--- src/rtl/exonbus_pkg.sv ---
// Shared definitions for the exonbus transfer sequencer: source encodings,
// destination bit positions, FSM states and the default datapath width.
package exonbus_pkg;

   localparam int DW_DEF = 8;

   localparam logic [1:0] SRC_I = 2'd0;
   localparam logic [1:0] SRC_A = 2'd1;
   localparam logic [1:0] SRC_B = 2'd2;
   localparam logic [1:0] SRC_C = 2'd3;

   localparam int DST_A = 0;
   localparam int DST_B = 1;
   localparam int DST_C = 2;

   typedef enum logic [1:0] {
      ST_IDLE  = 2'd0,
      ST_DRIVE = 2'd1,
      ST_LOAD  = 2'd2,
      ST_REL   = 2'd3
   } state_e;

   // Destination-mask bit occupied by a register source; the input port has none.
   function automatic logic [2:0] src_mask(input logic [1:0] src);
      logic [2:0] m;
      m = 3'b000;
      case (src)
         SRC_A:   m[DST_A] = 1'b1;
         SRC_B:   m[DST_B] = 1'b1;
         SRC_C:   m[DST_C] = 1'b1;
         default: m = 3'b000;
      endcase
      return m;
   endfunction

   // One-hot driver enable, bit order {enc, enb, ena, eni}.
   function automatic logic [3:0] src_enable(input logic [1:0] src);
      return 4'b0001 << src;
   endfunction

endpackage

--- src/rtl/exonbus_ctrl.sv ---
// Drive -> load -> release sequencer for the exonbus shared datapath.
// Define EXONBUS_MULTI_DST_EN to allow broadcast to several destinations.
module exonbus_ctrl
   import exonbus_pkg::*;
#(
   parameter int DW = DW_DEF
) (
   input  logic          clk,
   input  logic          rst_n,
   input  logic          cmd_valid,
   output logic          cmd_ready,
   input  logic [1:0]    cmd_src,
   input  logic [2:0]    cmd_dst,
   input  logic [DW-1:0] cmd_data,
   output logic          busy,
   output logic          done,
   output logic          err,
   output logic          eni,
   output logic          ena,
   output logic          enb,
   output logic          enc,
   output logic          lda,
   output logic          ldb,
   output logic          ldc,
   output logic [DW-1:0] inData
);

   state_e        r_state;
   logic [2:0]    r_dst;
   logic [3:0]    r_en;
   logic [2:0]    r_ld;
   logic          r_ready;
   logic          r_busy;
   logic          r_done;
   logic          r_err;
   logic [DW-1:0] r_indata;

   logic w_accept;
   logic w_dst_ok;
   logic w_legal;

   assign w_accept = cmd_valid & r_ready;

`ifdef EXONBUS_MULTI_DST_EN
   assign w_dst_ok = 1'b1;
`else
   assign w_dst_ok = ((cmd_dst & (cmd_dst - 3'd1)) == 3'd0);
`endif

   assign w_legal = (cmd_dst != 3'd0)
                 && ((cmd_dst & src_mask(cmd_src)) == 3'd0)
                 && w_dst_ok;

   always_ff @(posedge clk or negedge rst_n) begin
      if (!rst_n) begin
         r_state  <= ST_IDLE;
         r_dst    <= 3'd0;
         r_en     <= 4'd0;
         r_ld     <= 3'd0;
         r_ready  <= 1'b1;
         r_busy   <= 1'b0;
         r_done   <= 1'b0;
         r_err    <= 1'b0;
         r_indata <= '0;
      end else begin
         // NOTE: pulses default low here; a later non-blocking assignment in the case overrides it.
         r_done <= 1'b0;
         r_err  <= 1'b0;
         case (r_state)
            ST_IDLE: begin
               if (w_accept) begin
                  if (cmd_src == SRC_I)
                     r_indata <= cmd_data;
                  if (w_legal) begin
                     r_state <= ST_DRIVE;
                     r_dst   <= cmd_dst;
                     r_en    <= src_enable(cmd_src);
                     r_busy  <= 1'b1;
                     r_ready <= 1'b0;
                  end else begin
                     r_err <= 1'b1;
                  end
               end
            end
            ST_DRIVE: begin
               r_state <= ST_LOAD;
               r_ld    <= r_dst;
            end
            ST_LOAD: begin
               // Release the bus the same cycle the destinations have captured it.
               r_state <= ST_REL;
               r_en    <= 4'd0;
               r_ld    <= 3'd0;
               r_done  <= 1'b1;
            end
            ST_REL: begin
               r_state <= ST_IDLE;
               r_busy  <= 1'b0;
               r_ready <= 1'b1;
            end
            default: r_state <= ST_IDLE;
         endcase
      end
   end

   assign cmd_ready = r_ready;
   assign busy      = r_busy;
   assign done      = r_done;
   assign err       = r_err;
   assign eni       = r_en[0];
   assign ena       = r_en[1];
   assign enb       = r_en[2];
   assign enc       = r_en[3];
   assign lda       = r_ld[DST_A];
   assign ldb       = r_ld[DST_B];
   assign ldc       = r_ld[DST_C];
   assign inData    = r_indata;

endmodule
--- config.mk ---
export PLATFORM = sky130hd
export DESIGN_NAME = exonbus_ctrl
export DESIGN_NICKNAME = d
export VERILOG_FILES = /design/src/rtl/exonbus_pkg.sv /design/src/rtl/exonbus_ctrl.sv
export SDC_FILE = /design/constraint.sdc
export NUM_CORES = 1
export LEC_CHECK = 0
export CORE_MARGIN = 3
export CORE_UTILIZATION = 40
export DETAILED_ROUTE_END_ITERATION = 8
export PLACE_DENSITY_LB_ADDON = 0.25
export SKIP_LAST_GASP = 1
export SYNTH_ARGS = -nofsm -noshare
export SYNTH_HDL_FRONTEND = slang
export SYNTH_SLANG_ARGS = --single-unit
--- constraint.sdc ---
create_clock -name clk -period 2 [get_ports clk]
set_input_delay 0.4 -clock clk [delete_from_list [all_inputs] [get_ports clk]]
set_output_delay 0.4 -clock clk [all_outputs]
set_load 0.02 [all_outputs]
==> results of run 1 <==
## per-stage QoR
stage / setup slack (ns) / hold slack, ns
floorplan: 0.316 / 0.104
global placement: 0.0288 / 0.486
detailed placement: -0.0145 / 0.492
CTS: 0.0920 / 0.422
global route: 0.0569 / 0.432
finish: 0.0928 / 0.409
## layer usage
| layer | wire length (um) | vias up | track usage, % |
|---|---|---|---|
| met2 | 1140 | 31 | 24.9 |
| met1 | 1110 | 431 | 21.3 |
| met5 | 0 | - | 0 |
| met4 | 51 | 0 | 6.15 |
| met3 | 99 | 7 | 1.96 |
| li1 | - | 456 | - |
## where the power goes
group / internal [W] / leakage [nW] / total, W / switching (W)
Clock: 0.000203 / 0.0279 / 0.000353 / 0.000150
Sequential: 0.000678 / 0.305 / 0.000779 / 0.000101
Combinational: 0.000519 / 0.356 / 0.00106 / 0.000543
Total: 0.00140 / 0.689 / 0.00219 / 0.000794
## cell families (layout without fill, tap and decap cells)
| family | count (synthesis) | after routing |
|---|---|---|
| mux | 8 | 8 |
| flops | 24 | 24 |
| fa+ha+maj | 3 | 3 |
| xor+xnor | 2 | 2 |
| simple gates | 28 | 28 |
| compound gates | 26 | 26 |
| buf+inv | 11 | 54 |
## sequential cells by signal, indices dropped and copies added (netlist names)
name and flops:
cmd_ready 1, r_dst 3, err 1, done 1, r_en 4, r_state 2
r_ld 3, busy 1, inData 8
## cells in the final DEF, fill, tap and decap left out, types with 4 or more instances in the layout
cell / n
mux2_2: 8
clkdlybuf4s50_1: 34
dfrtp_1: 23
buf_4: 8
nor2_1: 6
o21ai_0: 4
inv_1: 8
nand2_1: 9
a21oi_1: 4
## cells in the mapped netlist, types with 2 or more instances
cell type	n	area (sq um)
dfrtp_1	23	576
nand2_1	9	33.8
inv_1	8	30.0
mux2_2	8	90.1
nor2_1	6	22.5
a21oi_1	4	20.0
o21ai_0	4	20.0
a22o_1	3	26.3
ha_1	3	37.5
nand3_1	3	15.0
nand3b_1	3	22.5
a32o_1	2	20.0
and3_1	2	12.5
## worst reg2reg max path, stage by stage, from the launching register on
cell	delay [ns]
dfrtp_1	0.41
inv_1	0.11
ha_1	0.24
and3_1	0.27
nand2_1	0.25
mux2_2	0.35
## path summary, 6_finish.rpt
| path | end | slack [ns] | depth (start not counted) |
|---|---|---|---|
| min in group clk | inData[1] | 0.52 | 1 |
| min reg2reg | inData[1] | 0.52 | 1 |
| max reg2reg | inData[7] | 0.28 | 5 |
| min | err | 0.41 | 2 |
| max in group asynchronous | cmd_ready | 1.31 | 2 |
| max | cmd_ready | 0.09 | 1 |
## area by class of cell
class                   count  area [sq um]
clock buffers               3          22.5
clock inverters             1          30.0
fillers                   215           971
inverters                   8          30.0
multi-input cells          67           474
flip-flops and latches     24           602
well taps                  30          37.5
repair buffers             42           400
==> results.cfg, run 1 <==
[power_and_ir_drop]
ir_worst_vdd_mv = 0.828
p_total_w = 0.00219
cellPowerDensity_nw_per_um2 = 1370
leakage_nw = 0.689

[sta]
tightest_slew_ns = 0.518
fin_crit_ns = 1.91
grt_setup_unrepaired = false
timing.final.crit_share_pct = 95.4
drv_slew = 0
finalHoldViolCount = 0
fin_setup_tns_ns = 0
finalSetupViolations = 0
fmax_mhz = 524
maxSlewHeadroom_pct = 65.2
fin_skew_ns = 0.00492

[setup_path]
cp_num_buf_inv = 1
crit_family = buffers and inverters
r2r_start = r_state[0]
cp-startpoint = cmd_ready
path_class = reg2out
cp-end-kind = output port
cp_max_fo = 4
crit_path_start_kind = flip-flop
cp_data_required_time_ns = 1.60
critPathSlowestCell = clkdlybuf4s50_1
critPathMaxStageDelay_ns = 0.61
cp_cell_sequence = clkdlybuf4s50_1
worstPathArrival_ns = 1.51

[synthesis]
synth_top_family_by_area = compound AO/OA/AOI/OAI gates
postSynthCellCount = 102
async_flop_share_pct = 100
synth.mux.area_fraction_pct = 7.99
synth_edf_count = 0
synth_cell_types = 37
synth-xor-area-share_pct = 1.55
syn_avg_cell_area_sq_um = 11.1
yosys_warnings = 0
ys_seq_elements = 24
synthAdderAreaFrac_pct = 3.33
synthesis.area_sq_um = 1130
synthesis.nets = 121
synth_ff_type = dfrtp_1
synth_compound_area_share_pct = 17.0
synth_simple_gate_area_share_pct = 12.2
ys_seq_area_share_pct = 53.4

[floorplan]
die_x_um = 59.1
ios = 35
dieArea_sq_um = 3490
core_sq_um = 2570
die_h_um = 59.1
initial_utilization_pct = 43.9
std_cell_rows = 18

[global_routing]
grt_max_degree = 25
grt_util_all_layers_pct = 15.5
antenna_found_initial = 0
grt_pass1_wl_um = 4150
grt_pass1_vias = 935
grt_overflow = 0

[placement]
post_dp_cell_area_sq_um = 1540
dp_hpwl_um = 1830
io_buffers = 34
gp_congestion = 0.864
place_inst = 171

[final_layout]
drive_above_1_share_pct = 15.2
final_area_sq_um = 1600
area_growth_pct = 41.6
nNetsFinal = 165
final_util_pct = 62.2
diodes = 0
final_cell_count_no_fill = 175

[clock_tree]
tritoncts = yes
cts_setup_buffers = 0
cts-root-buf = clkbuf_4
clockBufferDepth = 2
numCtsBuffers = 3
cts_resized = 0
clock_latency_ns = 0.32
ctsHoldBuffers = 0
clock_sinks = 24
htreeDepth = 1
cts.clk_slew.worst_paths_ns = 0.14

[routing]
ant_nets = 0
routedWlPerCell_um = 13.7
first_pass_iters = 4
dr.first_iter.drc_count = 27
drc_errors = 0
via_per_inst = 5.29
routed_wl_um = 2400
vias = 925

[flow_run]
drv_cap = 0

[outcome]
status = completed

[hold_path]
holdCritPathClass = in2async
(Power assumes the default switching activity.)
==> run 2: changes to the inputs <==
--- a/config.mk
+++ b/config.mk
@@ -5,7 +5,7 @@
 export SDC_FILE = /design/constraint.sdc
 export NUM_CORES = 1
 export LEC_CHECK = 0
-export CORE_MARGIN = 3
+export CORE_MARGIN = 2
 export CORE_UTILIZATION = 40
 export DETAILED_ROUTE_END_ITERATION = 8
 export PLACE_DENSITY_LB_ADDON = 0.25
==> run 2 against run 1 <==
Setup slack better by 0.0095 ns. Global-route usage hardly changed. Routed wire length is 0.75% lower. First-iteration DRC count is 33% lower. Maximum frequency is 0.50% higher. Register-to-register slack better by 0.06 ns. Via count is 2.9% higher. Largest cell class unchanged. Utilization is 3.0 points lower. Clock-buffer cell count is 1 higher.
==> results.cfg, run 2 (synthesis gave the netlist of run 1 again) <==
[final_layout]
diodes = 0
drive_above_1_share_pct = 16.9
final_util_pct = 59.2
layout_commonest_cell = clkdlybuf4s50_1
final_area_sq_um = 1600
area_growth_pct = 42.3
fill_cells = 233
nNetsFinal = 168
regArea_sq_um = 602
final_cell_mix = clkdlybuf4s50_1, dfrtp_1, buf_4
multi_input_area_sq_um = 474
largest_reg_flops = 8

[global_routing]
grt_max_degree = 25
grt_util_all_layers_pct = 15.6
antenna_found_initial = 0
grt_pass1_vias = 934
grt_pass1_wl_um = 4080
grt_overflow = 0

[setup_path]
r2r_slack_ns = 0.34
critPathSlowestCell = clkdlybuf4s50_1
r2r_start = r_state[0]
cp_num_buf_inv = 1
crit_path_start_kind = flip-flop
cp_data_required_time_ns = 1.60
cp_max_fo = 4
critPathMaxStageDelay_ns = 0.60
crit_family = buffers and inverters
worstPathArrival_ns = 1.50
reg2regPathDepth = 5
r2r_end = inData[0]
path_class = reg2out
cp_cell_sequence = clkdlybuf4s50_1
cp-end-kind = output port

[flow_run]
drv_cap = 0

[floorplan]
std_cell_rows = 19
die_h_um = 57.1
dieArea_sq_um = 3260
ios = 35
die_x_um = 57.1
core_sq_um = 2710
initial_utilization_pct = 41.6

[outcome]
status = completed

[routing]
routedWlPerCell_um = 13.3
first_pass_iters = 4
via_per_inst = 5.32
dr.first_iter.drc_count = 18
ant_nets = 0
drc_errors = 0
routed_wl_um = 2390
vias = 952

[clock_tree]
htreeDepth = 1
cts.clk_slew.worst_paths_ns = 0.13
cts_resized = 0
ctsHoldBuffers = 0
clock_sinks = 24
cts-root-buf = clkbuf_4
numCtsBuffers = 3
clockBufferDepth = 2
clock_latency_ns = 0.32
tritoncts = yes
cts_setup_buffers = 0

[sta]
fin_crit_ns = 1.90
whs_ns = 0.413
maxSlewHeadroom_pct = 77.9
finalHoldViolCount = 0
fin_skew_ns = 0.00143
finalSetupViolations = 0
fmax_mhz = 527
grt_setup_unrepaired = false
timing.final.crit_share_pct = 94.9
tightest_slew_ns = 0.330
worst_slack_ns = 0.102
drv_slew = 0

[placement]
post_dp_cell_area_sq_um = 1570
gp_congestion = 0.815
place_ws_ns = -0.0118
dp_hpwl_um = 1860
io_buffers = 34

[power_and_ir_drop]
leakage_nw = 0.694
p_total_w = 0.00212
intPower_w = 0.00132
p_seq_share_pct = 36.9
clkPwrFrac_pct = 12.2
power.net_switching_w = 0.000802
ir_worst_vdd_mv = 0.841
cellPowerDensity_nw_per_um2 = 1320
combPwrFrac_pct = 50.9
sw_frac_of_total_pct = 37.8

[hold_path]
holdCritPathClass = in2async
run 2: cell count changes in the layout (fill, tap and decap cells not counted):
cell	previous run	this run
buf_4	8	11
bufinv_16	1	0
clkbuf_8	0	1
run 2: area by class of cell:
| cell class | count | share of cell area [%] |
|---|---|---|
| sequential | 24 | 37.5 |
| multi-input combinational | 67 | 29.6 |
| timing repair buffer | 45 | 26.4 |
| tap | 31 | 2.42 |
| clock buffer | 4 | 2.26 |
| inverter | 8 | 1.87 |
run 2: layer usage:
metal	vias to the layer above	track usage, %	routed length, um	part of all wire (%)
li1	462	-	-	-
met3	2	2.72	83	3.5
met5	-	0	0	0
met4	0	4.65	32	1.3
met1	467	21.1	1100	46
met2	21	25.8	1170	49
run 2: worst max-delay path by stage:
stage / cells past startpoint / to / slack [ns] / from
2_1_floorplan: 7 / inData[0] / 0.32 / r_state[1]
3_3_place_gp: 6 / r_en[0] / 0.03 / cmd_dst[0]
3_5_place_dp: 5 / r_en[1] / -0.01 / cmd_dst[0]
4_1_cts: 1 / cmd_ready / 0.09 / cmd_ready
5_1_grt: 1 / cmd_ready / 0.05 / cmd_ready
6_report: 1 / cmd_ready / 0.10 / cmd_ready
run 2: through the flow:
step / TNS, ns / instances
2_1_floorplan: 0 / 102
3_3_place_gp: 0 / 175
3_5_place_dp: -0.0225 / 175
4_1_cts: 0 / 179
5_1_grt: 0 / 179
6_report: 0 / 179
run 2: power by group through the flow:
stage,sequential (W),clock (W),combinational [W]
5_1_grt,0.000805,0.000284,0.00118
6_report,0.000783,0.000260,0.00108
3_5_place_dp,0.000797,0,0.00108
4_1_cts,0.000785,0.000271,0.00108
3_3_place_gp,0.000786,0,0.00106
2_1_floorplan,0.000953,0,0.000457
